### src/rtl/mux_pkg.sv
// Shared definitions for the 4:1 mux channel scanner and the mux benches.
package mux_pkg;

    // Scanner sequencing states.
    typedef enum logic {
        IDLE = 1'b0,
        SCAN = 1'b1
    } state_t;

    // Channel indices: a, b, c, d in select order.
    localparam logic [1:0] CH_A = 2'd0;
    localparam logic [1:0] CH_B = 2'd1;
    localparam logic [1:0] CH_C = 2'd2;
    localparam logic [1:0] CH_D = 2'd3;

    localparam int NUM_CH = 4;

    // Select lines as seen by the mux: s2 is the MSB, s1 the LSB.
    typedef struct packed {
        logic s2;
        logic s1;
    } sel_t;

    // Channel index to select-line mapping.
    function automatic sel_t ch_to_sel(input logic [1:0] ch);
        sel_t sel;
        sel.s1 = ch[0];
        sel.s2 = ch[1];
        return sel;
    endfunction

endpackage

### src/rtl/dwell_counter.sv
// Counts the cycles a channel stays selected; terminal marks the last one.
module dwell_counter
    import mux_pkg::*;
#(
    parameter int DWELL = 4,
    parameter int CNT_W = 8
) (
    input  logic clk,
    input  logic rst,
    input  logic clear,
    input  logic enable,
    output logic terminal
);

    localparam logic [CNT_W-1:0] LAST = CNT_W'(DWELL - 1);

    logic [CNT_W-1:0] count;

    // With DWELL=1 the count never leaves 0 and terminal is high every cycle.
    assign terminal = (count == LAST);

    // Free-run while enabled, wrap to 0 after the last dwell cycle.
    always_ff @(posedge clk) begin
        if (rst || clear) begin
            count <= '0;
        end else if (enable) begin
            count <= terminal ? '0 : count + 1'b1;
        end
    end

endmodule

### src/rtl/mux_channel_scanner.sv
// Steps the 4:1 mux selects through a, b, c, d, holding each for DWELL
// cycles, and publishes the captured y values as one 4-bit sample per sweep.
module mux_channel_scanner
    import mux_pkg::*;
#(
    parameter int DWELL = 4,
    parameter int CNT_W = 8
) (
    input  logic             clk,
    input  logic             rst,
    input  logic             start,
    input  logic             continuous,
    input  logic             y,
    output logic             s1,
    output logic             s2,
    output logic             busy,
    output logic [3:0]       sample,
    output logic             valid,
    output logic [CNT_W-1:0] sweep_count
);

    state_t     state;
    state_t     next_state;
    logic [1:0] ch;
    logic [2:0] shadow;
    logic       terminal;
    logic       step;
    logic       sweep_done;
    logic       in_idle;
    logic       in_scan;
    sel_t       sel;

    assign in_idle    = (state == IDLE);
    assign in_scan    = (state == SCAN);
    // Last dwell cycle of the current channel: y is captured on this edge.
    assign step       = in_scan && terminal;
    assign sweep_done = step && (ch == CH_D);

    dwell_counter #(
        .DWELL (DWELL),
        .CNT_W (CNT_W)
    ) u_dwell (
        .clk      (clk),
        .rst      (rst),
        .clear    (in_idle),
        .enable   (in_scan),
        .terminal (terminal)
    );

    // State register.
    always_ff @(posedge clk) begin
        if (rst) begin
            state <= IDLE;
        end else begin
            state <= next_state;
        end
    end

    // Next state: start only counts in IDLE; continuous is only looked at
    // on the edge that closes a sweep.
    always_comb begin
        next_state = state;
        case (state)
            IDLE: if (start) next_state = SCAN;
            SCAN: if (sweep_done && !continuous) next_state = IDLE;
            default: next_state = IDLE;
        endcase
    end

    // Channel index: advances after each dwell, wraps d -> a at sweep end.
    always_ff @(posedge clk) begin
        if (rst || in_idle) begin
            ch <= CH_A;
        end else if (step) begin
            ch <= ch + 2'd1;
        end
    end

    // Shadow capture of channels a..c; d goes straight into sample.
    always_ff @(posedge clk) begin
        if (rst) begin
            shadow <= '0;
        end else if (step) begin
            case (ch)
                CH_A:    shadow[0] <= y;
                CH_B:    shadow[1] <= y;
                CH_C:    shadow[2] <= y;
                default: shadow    <= shadow;
            endcase
        end
    end

    // Sample, strobe and sweep counter change only on a completed sweep.
    always_ff @(posedge clk) begin
        if (rst) begin
            sample      <= '0;
            valid       <= 1'b0;
            sweep_count <= '0;
        end else begin
            valid <= sweep_done;
            if (sweep_done) begin
                sample      <= {y, shadow};
                sweep_count <= sweep_count + 1'b1;
            end
        end
    end

    assign sel  = ch_to_sel(ch);
    assign s1   = sel.s1;
    assign s2   = sel.s2;
    assign busy = in_scan;

endmodule
### config.mk
export PLATFORM = sky130hd
export DESIGN_NAME = mux_channel_scanner
export DESIGN_NICKNAME = d
export VERILOG_FILES = /design/src/rtl/mux_pkg.sv /design/src/rtl/dwell_counter.sv /design/src/rtl/mux_channel_scanner.sv
export SDC_FILE = /design/constraint.sdc
export NUM_CORES = 1
export LEC_CHECK = 0
export ABC_AREA = 1
export BUFFER_PORTS_ARGS = -buffer_cell sky130_fd_sc_hd__buf_2
export CAP_MARGIN = 25
export CORE_ASPECT_RATIO = 1.5
export CORE_MARGIN = 2
export CORE_UTILIZATION = 35
export DETAILED_ROUTE_END_ITERATION = 16
export GPL_TIMING_DRIVEN = 0
export PLACE_DENSITY = 0.61
export SYNTH_ARGS = -nofsm -noshare
export SYNTH_HDL_FRONTEND = slang
export SYNTH_SLANG_ARGS = --single-unit
### constraint.sdc
create_clock -name clk -period 1.2 [get_ports clk]
set_input_delay 0.12 -clock clk [delete_from_list [all_inputs] [get_ports clk]]
set_output_delay 0.12 -clock clk [all_outputs]
set_load 0.02 [all_outputs]
==> impl_metrics.ini, run 1 <==
[status]
outcome = finished, violations left
violations = negative setup slack

[finish]
syn2layout_area_growth_pct = 33.71
nets = 224
drive_gt1_share_pct = 42.45
antenna_cells = 0
final_core_util_pct = 48.66

[timing]
clock_skew_ns = 0.006184
slew_violations = 0
fin_hold_ws_ns = 0.04283
rsz0062_at_grt = true
worst_slew_pin_slew_ns = 0.5440
max_slew_margin_pct = 63.73
layout_min_cycle_time_ns = 1.268
min_period_over_period_pct = 105.6
hold_violations = 0
tns_ns = -0.6029
fmax_mhz = 788.8
worst_slack_ns = -0.06772
setup_viol = 16

[worst_hold_path]
holdCritStartpoint = continuous
min_path_type = in2reg

[critical_path]
r2r_setup_slack_ns = -0.07
end_kind = flop
critPathMaxFanout = 5
crit_start = u_dwell.count[1]
critPathCapture = sweep_count[1]
r2r_end = sweep_count[1]
cp_data_required_time_ns = 1.40
crit_arrival_ns = 1.46
crit_chain = ha_4 > inv_2 > nor2_2 > nand3_2 > nor2_4 > buf_6 > nand2_1 > a21oi_1
worstRegToRegCells = 8
start_kind = flop
r2r_start = u_dwell.count[1]
slowest_delay_ns = 0.36
slowest_stage = dfxtp_2
crit_type = reg2reg

[power]
power.switching_mw = 0.3360
comb_power_share_pct = 5.3
clkPwrFrac_pct = 34.3
seqPwrFrac_pct = 60.4
p_leak_nw = 0.7119
p_int_mw = 1.158
switching_share_pct = 22.48
peakVddDrop_uv = 786.2
powerDensity_nw_per_um2 = 834.0

[global_route]
grt_pass1_vias = 1104
grt-ovfl-total = 0
antenna_found_initial = 0
grt_max_degree = 16
grt_usage_pct = 14.25
grt_pass1_wl_mm = 4.574

[route]
drt_iter0_drc = 23
routed.top_layer = met4
dr_wl_met2_mm = 1.647
vias = 1236
met3WireLength_um = 68
firstDrtPassIters = 4
wl_per_cell_um = 11.31
drt-met1-wl_mm = 1.129
routed_wirelength_mm = 2.884
ant_nets = 0
drc = 0
via_per_inst = 4.847

[synthesis]
synth_area_leader_cell = dfxtp_1
synth_area_sq_um = 1340
synth-seq-cells = 27
synthArstFlopShare_pct = 0
synth_area_leaders = dfxtp_1 (40%), nand2_1 (13%), a21oi_1 (6.0%), nor2_1 (5.9%), ha_1 (5.6%)
synthDistinctLibCells = 25
yosysTopAreaCellShare_pct = 40.34
synth_cells = 179
synth-seq-area-share_pct = 40.34
synth_ff_type = dfxtp_1
netlist_top_cells_count = nand2_1 (45), dfxtp_1 (27), nor2_1 (21)
yosysMostFrequentCell = nand2_1
synth_edf_count = 0
synth.avg_cell_area_sq_um = 7.486
yosys_warnings = 0
syn-num-nets = 190

[die]
dieHeight_um = 79.78
core_sq_um = 3682
initial_core_util_pct = 36.39
die_w_um = 54.52
io_pins = 21
die_area_sq_um = 4350
num_rows = 27

[place]
routabilityCongestion = 0.8136
dp_hpwl_mm = 2.036
port_buffers = 19

[clocking]
cts_tree = done
clockBufferDepth = 2
cts_inserted_buffers = 3
clk_pin_slew_worst_paths_ns = 0.09
clk-insertion-delay-late_ns = 0.27
clock-root-buffer = clkbuf_8
ctsHtreeMaxLevel = 1
clkSinkCount = 27

[job]
cap_violations = 0
-- worst max-delay path, delay by kind of cell, from the launching register on --
family | cells | cell delay (ns)
flops | 1 | 0.36
simple gates | 4 | 0.36
compound gates | 1 | 0.13
fa+ha+maj | 1 | 0.16
buf+inv | 2 | 0.17
-- power groups by stage --
| stage | Combinational [mW] | Sequential (mW) | Clock, mW |
|---|---|---|---|
| 2_1_floorplan | 0.0397 | 0.932 | 0 |
| 3_3_place_gp | 0.0621 | 0.930 | 0 |
| 3_5_place_dp | 0.0631 | 0.931 | 0 |
| 4_1_cts | 0.0693 | 0.909 | 0.531 |
| 5_1_grt | 0.0866 | 0.904 | 0.576 |
| 6_report | 0.0788 | 0.903 | 0.513 |
-- worst min path at each step --
stage | slack (ns) | depth (start not counted) | endpoint
after floorplan | 0.22 | 2 | busy
after global placement | 0.33 | 3 | busy
after detailed placement | 0.33 | 3 | busy
after CTS | 0.05 | 3 | busy
after global routing | 0.05 | 3 | busy
final | 0.04 | 3 | busy
-- sequential cells by signal, indices dropped and copies added (netlist names) --
register,flops
sweep_count,8
u_dwell.count,8
sample,4
shadow,3
ch,2
busy,1
valid,1
-- area by class of cell --
cell class | instances | area (sq um)
well taps | 43 | 53.80
inverters | 21 | 80.08
plain buffers | 5 | 46.29
fillers | 387 | 1891
repair buffers | 29 | 201.4
flip-flops and latches | 27 | 558.0
clock buffers | 3 | 41.29
multi-input cells | 126 | 805.8
clock inverters | 1 | 5.005
-- through the flow --
step	cells	worst slack, ns	total power [mW]	instance area [sq um]
after floorplan	179	-0.00008582	0.9715	1371
after global placement	241	-0.1468	0.9925	1520
after detailed placement	241	-0.1663	0.9936	1520
after CTS	253	-0.09007	1.509	1707
after global routing	255	-0.1411	1.566	1792
final	255	-0.06772	1.494	1792
-- routing by layer --
layer  GRT usage (%)  vias to the layer above
met4           5.250                        0
met1           13.89                      582
li1                -                      634
met3           2.247                        4
met2           27.83                       16
met5               0                        -
-- cells in the final DEF, fill, tap and decap left out, types with 5 or more instances in the layout --
cell	n
inv_2	5
a21oi_2	8
buf_6	5
nor2_1	15
buf_2	20
a21oi_1	9
nand4_1	5
inv_1	15
nand2_1	38
dfxtp_1	17
nand3_1	8
nor2_2	6
dfxtp_2	8
nand2_2	5
xor2_1	5
buf_4	6
-- repair_timing --
| item | in CTS | in global routing |
|---|---|---|
| pin swaps | 7 | 10 |
| hold buffers | 0 | 0 |
| gates resized for setup | 24 | 22 |
| cloned | 2 | 0 |
| setup buffers | 6 | 2 |
| endpoints found under the setup margin | 21 | 25 |
-- cells by family after synthesis --
| family | after synthesis | share of synthesized area, % |
|---|---|---|
| AO/OA/AOI/OAI | 23 | 9.151 |
| XOR/XNOR | 5 | 3.268 |
| adder cells (fa/ha/maj) | 6 | 5.602 |
| buffers and inverters | 26 | 9.056 |
| flip-flops | 27 | 40.34 |
| AND/OR/NAND/NOR | 92 | 32.59 |
Power figures use the tool's default switching activity.
==> run 2: changes to the inputs <==
--- a/config.mk
+++ b/config.mk
@@ -14,6 +14,8 @@
 export DETAILED_ROUTE_END_ITERATION = 16
 export GPL_TIMING_DRIVEN = 0
 export PLACE_DENSITY = 0.61
+export REMOVE_ABC_BUFFERS = 1
+export SETUP_SLACK_MARGIN = 0.1
 export SYNTH_ARGS = -nofsm -noshare
 export SYNTH_HDL_FRONTEND = slang
 export SYNTH_SLANG_ARGS = --single-unit
==> run 2 against run 1 <==
  * The run still ends with negative setup slack left
  * Critical path depth is 1 lower
  * Utilization down 1.6 points
  * Fmax fell by 0.98%
  * Sequential share of layout area grew 0.98 points
  * Clock skew down 0.0016 ns
  * Largest cell class unchanged
  * Clock power shrank 2%
  * Sequential power increased by 0.4%
  * First-iteration DRC count fell by 8.7%
  * Critical endpoint is now ch[0]
  * Routed wire length decreased by 2.1%
==> impl_metrics.ini, run 2 (synthesis results as in run 1) <==
[status]
outcome = finished, violations left
violations = negative setup slack

[finish]
drive_gt1_share_pct = 37.20
multiInputGateArea_sq_um = 828.3
mostFrequentLayoutCells = nand2_1 (39), buf_2 (20), dfxtp_1 (18)
fillers = 381
ff_latch_area_sq_um = 556.8
nets = 219
antenna_cells = 0
syn2layout_area_growth_pct = 29.32
layout_commonest_cell = nand2_1
top_regs = sweep_count x8, u_dwell.count x8, sample x4

[route]
firstDrtPassIters = 4
drc = 0
wl_per_cell_um = 11.30
drt_iter0_drc = 21
routed_wirelength_mm = 2.824
vias = 1211
via_per_inst = 4.844
ant_nets = 0

[timing]
min_period_over_period_pct = 106.7
max_slew_margin_pct = 72.62
worst_slew_pin_slew_ns = 0.4107
worst_slack_ns = -0.08023
hold_violations = 0
clock_skew_ns = 0.004568
layout_min_cycle_time_ns = 1.280
fin_hold_ws_ns = 0.05414
slew_violations = 0
setup_viol = 24
rsz0062_at_grt = true
fmax_mhz = 781.1
tns_ns = -1.113

[die]
io_pins = 21
die_area_sq_um = 4350
die_w_um = 54.52
dieHeight_um = 79.78
initial_core_util_pct = 36.39
core_sq_um = 3682
num_rows = 27

[global_route]
grt_usage_pct = 14.58
grt_pass1_wl_mm = 4.719
grt_pass1_vias = 1127
antenna_found_initial = 0
grt-ovfl-total = 0
grt_max_degree = 19

[power]
p_leak_nw = 0.6508
peakVddDrop_uv = 417.1
powerDensity_nw_per_um2 = 855.7
totalPowerFinal_mw = 1.483

[clocking]
cts_tree = done
clock-root-buffer = clkbuf_8
clk-insertion-delay-late_ns = 0.27
cts_inserted_buffers = 3
clockBufferDepth = 2
clkSinkCount = 27
clk_pin_slew_worst_paths_ns = 0.09
ctsHoldBuffers = 0
ctsHtreeMaxLevel = 1

[critical_path]
slowest_delay_ns = 0.36
cp_data_required_time_ns = 1.36
start_kind = flop
critPathMaxFanout = 7
end_kind = flop
crit_arrival_ns = 1.44
crit_chain = ha_4 > nand3_4 > nor2_8 > buf_4 > inv_4 > o21ai_1 > a21oi_1
crit_type = reg2reg
slowest_stage = dfxtp_2

[worst_hold_path]
min_path_type = in2reg

[place]
routabilityCongestion = 0.7703
dp_hpwl_mm = 1.864
port_buffers = 20

[job]
cap_violations = 0
## run 2: area by class of cell
type	instances	share of cell area [%]
multi-input combinational	128	47.80
sequential	27	32.13
timing repair buffer	27	9.531
inverter	21	4.838
tap	43	3.105
clock buffer	4	2.599
## run 2: report_power, final
part	total, mW	internal (mW)	switching, mW
clock	0.504	0.237	0.267
combinational	0.0717	0.0244	0.0473
sequential	0.907	0.898	0.00929
total	1.48	1.16	0.323
## run 2: critical path: cells and delay by family (launching register included)
kind / cells / cell delay, ns
compound gates: 2 / 0.14
fa+ha+maj: 1 / 0.18
buf+inv: 2 / 0.20
flops: 1 / 0.36
simple gates: 2 / 0.30
## run 2: final timing paths
path                    startpoint        end  slack [ns]  cells after the start
hold reg to reg          shadow[1]  sample[1]        0.47                      2
hold / removal          continuous       busy        0.05                      3
setup reg to reg  u_dwell.count[1]      ch[0]       -0.08                      7
setup / recovery  u_dwell.count[1]      ch[0]       -0.08                      7
## run 2: per-layer routing
metal / vias to the layer above / global-route usage [%] / share of wire (%)
li1: 626 / - / -
met1: 562 / 15.95 / 41
met2: 18 / 26.39 / 54
met3: 5 / 2.247 / 2.6
met4: 0 / 6.000 / 1.7
met5: - / 0 / 0
## run 2: timing repair
item	in CTS	in global routing
pin swaps	20	12
buffers inserted	5	2
endpoints found under the setup margin	28	26
cloned	2	0
gates resized for setup	30	18
## run 2: metrics by stage
| step | setup WS [ns] | cells | utilization, % | cell area, sq um |
|---|---|---|---|---|
| after CTS | -0.07427 | 248 | 45.63 | 1680 |
| after detailed placement | -0.4318 | 237 | 39.42 | 1451 |
| after global placement | -0.4166 | 237 | 39.42 | 1451 |
| final | -0.08023 | 250 | 47.06 | 1733 |
| after global routing | -0.1536 | 250 | 47.06 | 1733 |
| after floorplan | -0.2215 | 174 | - | 1297 |
==> run 3: changes to the inputs <==
--- a/config.mk
+++ b/config.mk
@@ -12,6 +12,7 @@
 export CORE_MARGIN = 2
 export CORE_UTILIZATION = 35
 export DETAILED_ROUTE_END_ITERATION = 16
+export GPL_ROUTABILITY_DRIVEN = 0
 export GPL_TIMING_DRIVEN = 0
 export PLACE_DENSITY = 0.61
 export REMOVE_ABC_BUFFERS = 1
==> constraint.sdc (replaced) <==
create_clock -name clk -period 1.05 [get_ports clk]
set_input_delay 0.105 -clock clk [delete_from_list [all_inputs] [get_ports clk]]
set_output_delay 0.105 -clock clk [all_outputs]
set_load 0.1 [all_outputs]
==> run 3 against run 2 <==
  * The flow still finishes with violations (negative setup slack)
  * Utilization is 8.0 points higher
  * Fmax is 0.15% lower
  * Sequential power is 11% higher
  * Sequential share of layout area is 2.9 points lower
  * Hold slack worse by 0.013 ns
  * Worst setup slack worse by 0.15 ns
==> impl_metrics.ini, run 3 (synthesis results as in run 1) <==
[status]
outcome = finished, violations left
violations = negative setup slack

[critical_path]
crit_arrival_ns = 1.44
slowest_delay_ns = 0.36
crit_type = reg2reg
end_kind = flop
start_kind = flop
slowest_stage = dfxtp_2
crit_chain = ha_4 > nand3_4 > nor2_8 > buf_4 > inv_4 > o21ai_1 > a21oi_1
cp_data_required_time_ns = 1.21
critPathMaxFanout = 7

[finish]
layout_commonest_cell = nand2_1
syn2layout_area_growth_pct = 51.26
top_regs = sweep_count x8, u_dwell.count x8, sample x4
ff_latch_area_sq_um = 593.1
drive_gt1_share_pct = 41.90
antenna_cells = 0
nets = 222
mostFrequentLayoutCells = nand2_1 (41), nor2_1 (17), buf_12 (17)
final_core_util_pct = 55.05
multiInputGateArea_sq_um = 819.5
fillers = 332

[global_route]
grt_pass1_vias = 1228
grt_max_degree = 19
antenna_found_initial = 0
grt_usage_pct = 15.84
grtUsageMet1_pct = 17.69
use_met2_pct = 27.59
use_met3_pct = 2.247
grt_pass1_wl_mm = 5.140
top_usage_layer = met2
grt-ovfl-total = 0

[route]
drt_iter0_drc = 19
vias = 1236
ant_nets = 0
via_per_inst = 4.885
routed_wirelength_mm = 3.096
drc = 0
firstDrtPassIters = 4
wl_per_cell_um = 12.24

[timing]
worst_slack_ns = -0.2321
slew_violations = 0
fmax_mhz = 780.0
tns_ns = -4.943
max_slew_margin_pct = 72.75
worst_slew_pin_slew_ns = 0.4088
rsz0062_at_grt = true
layout_min_cycle_time_ns = 1.282
setup_viol = 26
min_period_over_period_pct = 122.1
fin_hold_ws_ns = 0.04113
clock_skew_ns = 0.003244
hold_violations = 0

[power]
p_leak_nw = 0.7169
powerDensity_nw_per_um2 = 832.6
totalPowerFinal_mw = 1.688
peakVddDrop_uv = 448.2

[die]
dieHeight_um = 79.78
die_w_um = 54.52
die_area_sq_um = 4350
core_sq_um = 3682
initial_core_util_pct = 36.39
io_pins = 21
num_rows = 27

[clocking]
clock-root-buffer = clkbuf_8
ctsHtreeMaxLevel = 1
cts_inserted_buffers = 3
clkSinkCount = 27
clk_pin_slew_worst_paths_ns = 0.09
cts_tree = done
clockBufferDepth = 2
clk-insertion-delay-late_ns = 0.26

[place]
port_buffers = 20
dp_hpwl_mm = 1.864
place_ws_ns = -0.5818

[job]
cap_violations = 0

[worst_hold_path]
min_path_type = in2reg
-- run 3: repair_timing --
item / 4_1_cts / 5_1_grt
pin swaps: 19 / 8
buffers inserted: 6 / 4
hold buffers: 0 / 0
gates cloned: 2 / 0
setup endpoints to repair: 43 / 39
resized for setup: 112 / 18
-- run 3: area by class of cell --
class | instances | area share [%]
sequential | 27 | 29.26
clock buffer | 4 | 2.222
tap | 43 | 2.654
multi-input combinational | 128 | 40.43
timing repair buffer | 30 | 21.30
inverter | 21 | 4.136
-- run 3: through the flow --
stage,std cells,instance area (sq um)
4_1_cts,249,1953
3_3_place_gp,237,1451
5_1_grt,253,2027
3_5_place_dp,237,1451
6_report,253,2027
2_1_floorplan,174,1297
-- run 3: report_power, final --
part           internal (mW)  leakage [nW]  switching (mW)  total, mW
clock                  0.271        0.0228           0.295      0.566
combinational         0.0360         0.463          0.0705      0.107
sequential              1.00         0.231          0.0122       1.01
-- run 3: path summary, 6_finish.rpt --
check | slack (ns) | start | depth (start not counted) | end
worst min register to register | 0.46 | shadow[0] | 2 | sample[0]
worst max-delay path | -0.23 | u_dwell.count[1] | 7 | ch[0]
worst min-delay path | 0.04 | continuous | 3 | busy
worst max register to register | -0.23 | u_dwell.count[1] | 7 | ch[0]
-- run 3: metal layers --
layer,vias up,routed length (um)
li1,637,-
met1,574,1230
met2,20,1761
met3,5,57
met4,0,47
met5,-,0
-- run 3: critical path, delay by kind of cell (launching register included) --
kind	cells	cell delay [ns]
DFF	1	0.36
adders and majority gates	1	0.18
and+or+nand+nor	2	0.30
buffers and inverters	2	0.20
AOI/OAI and AO/OA	2	0.14
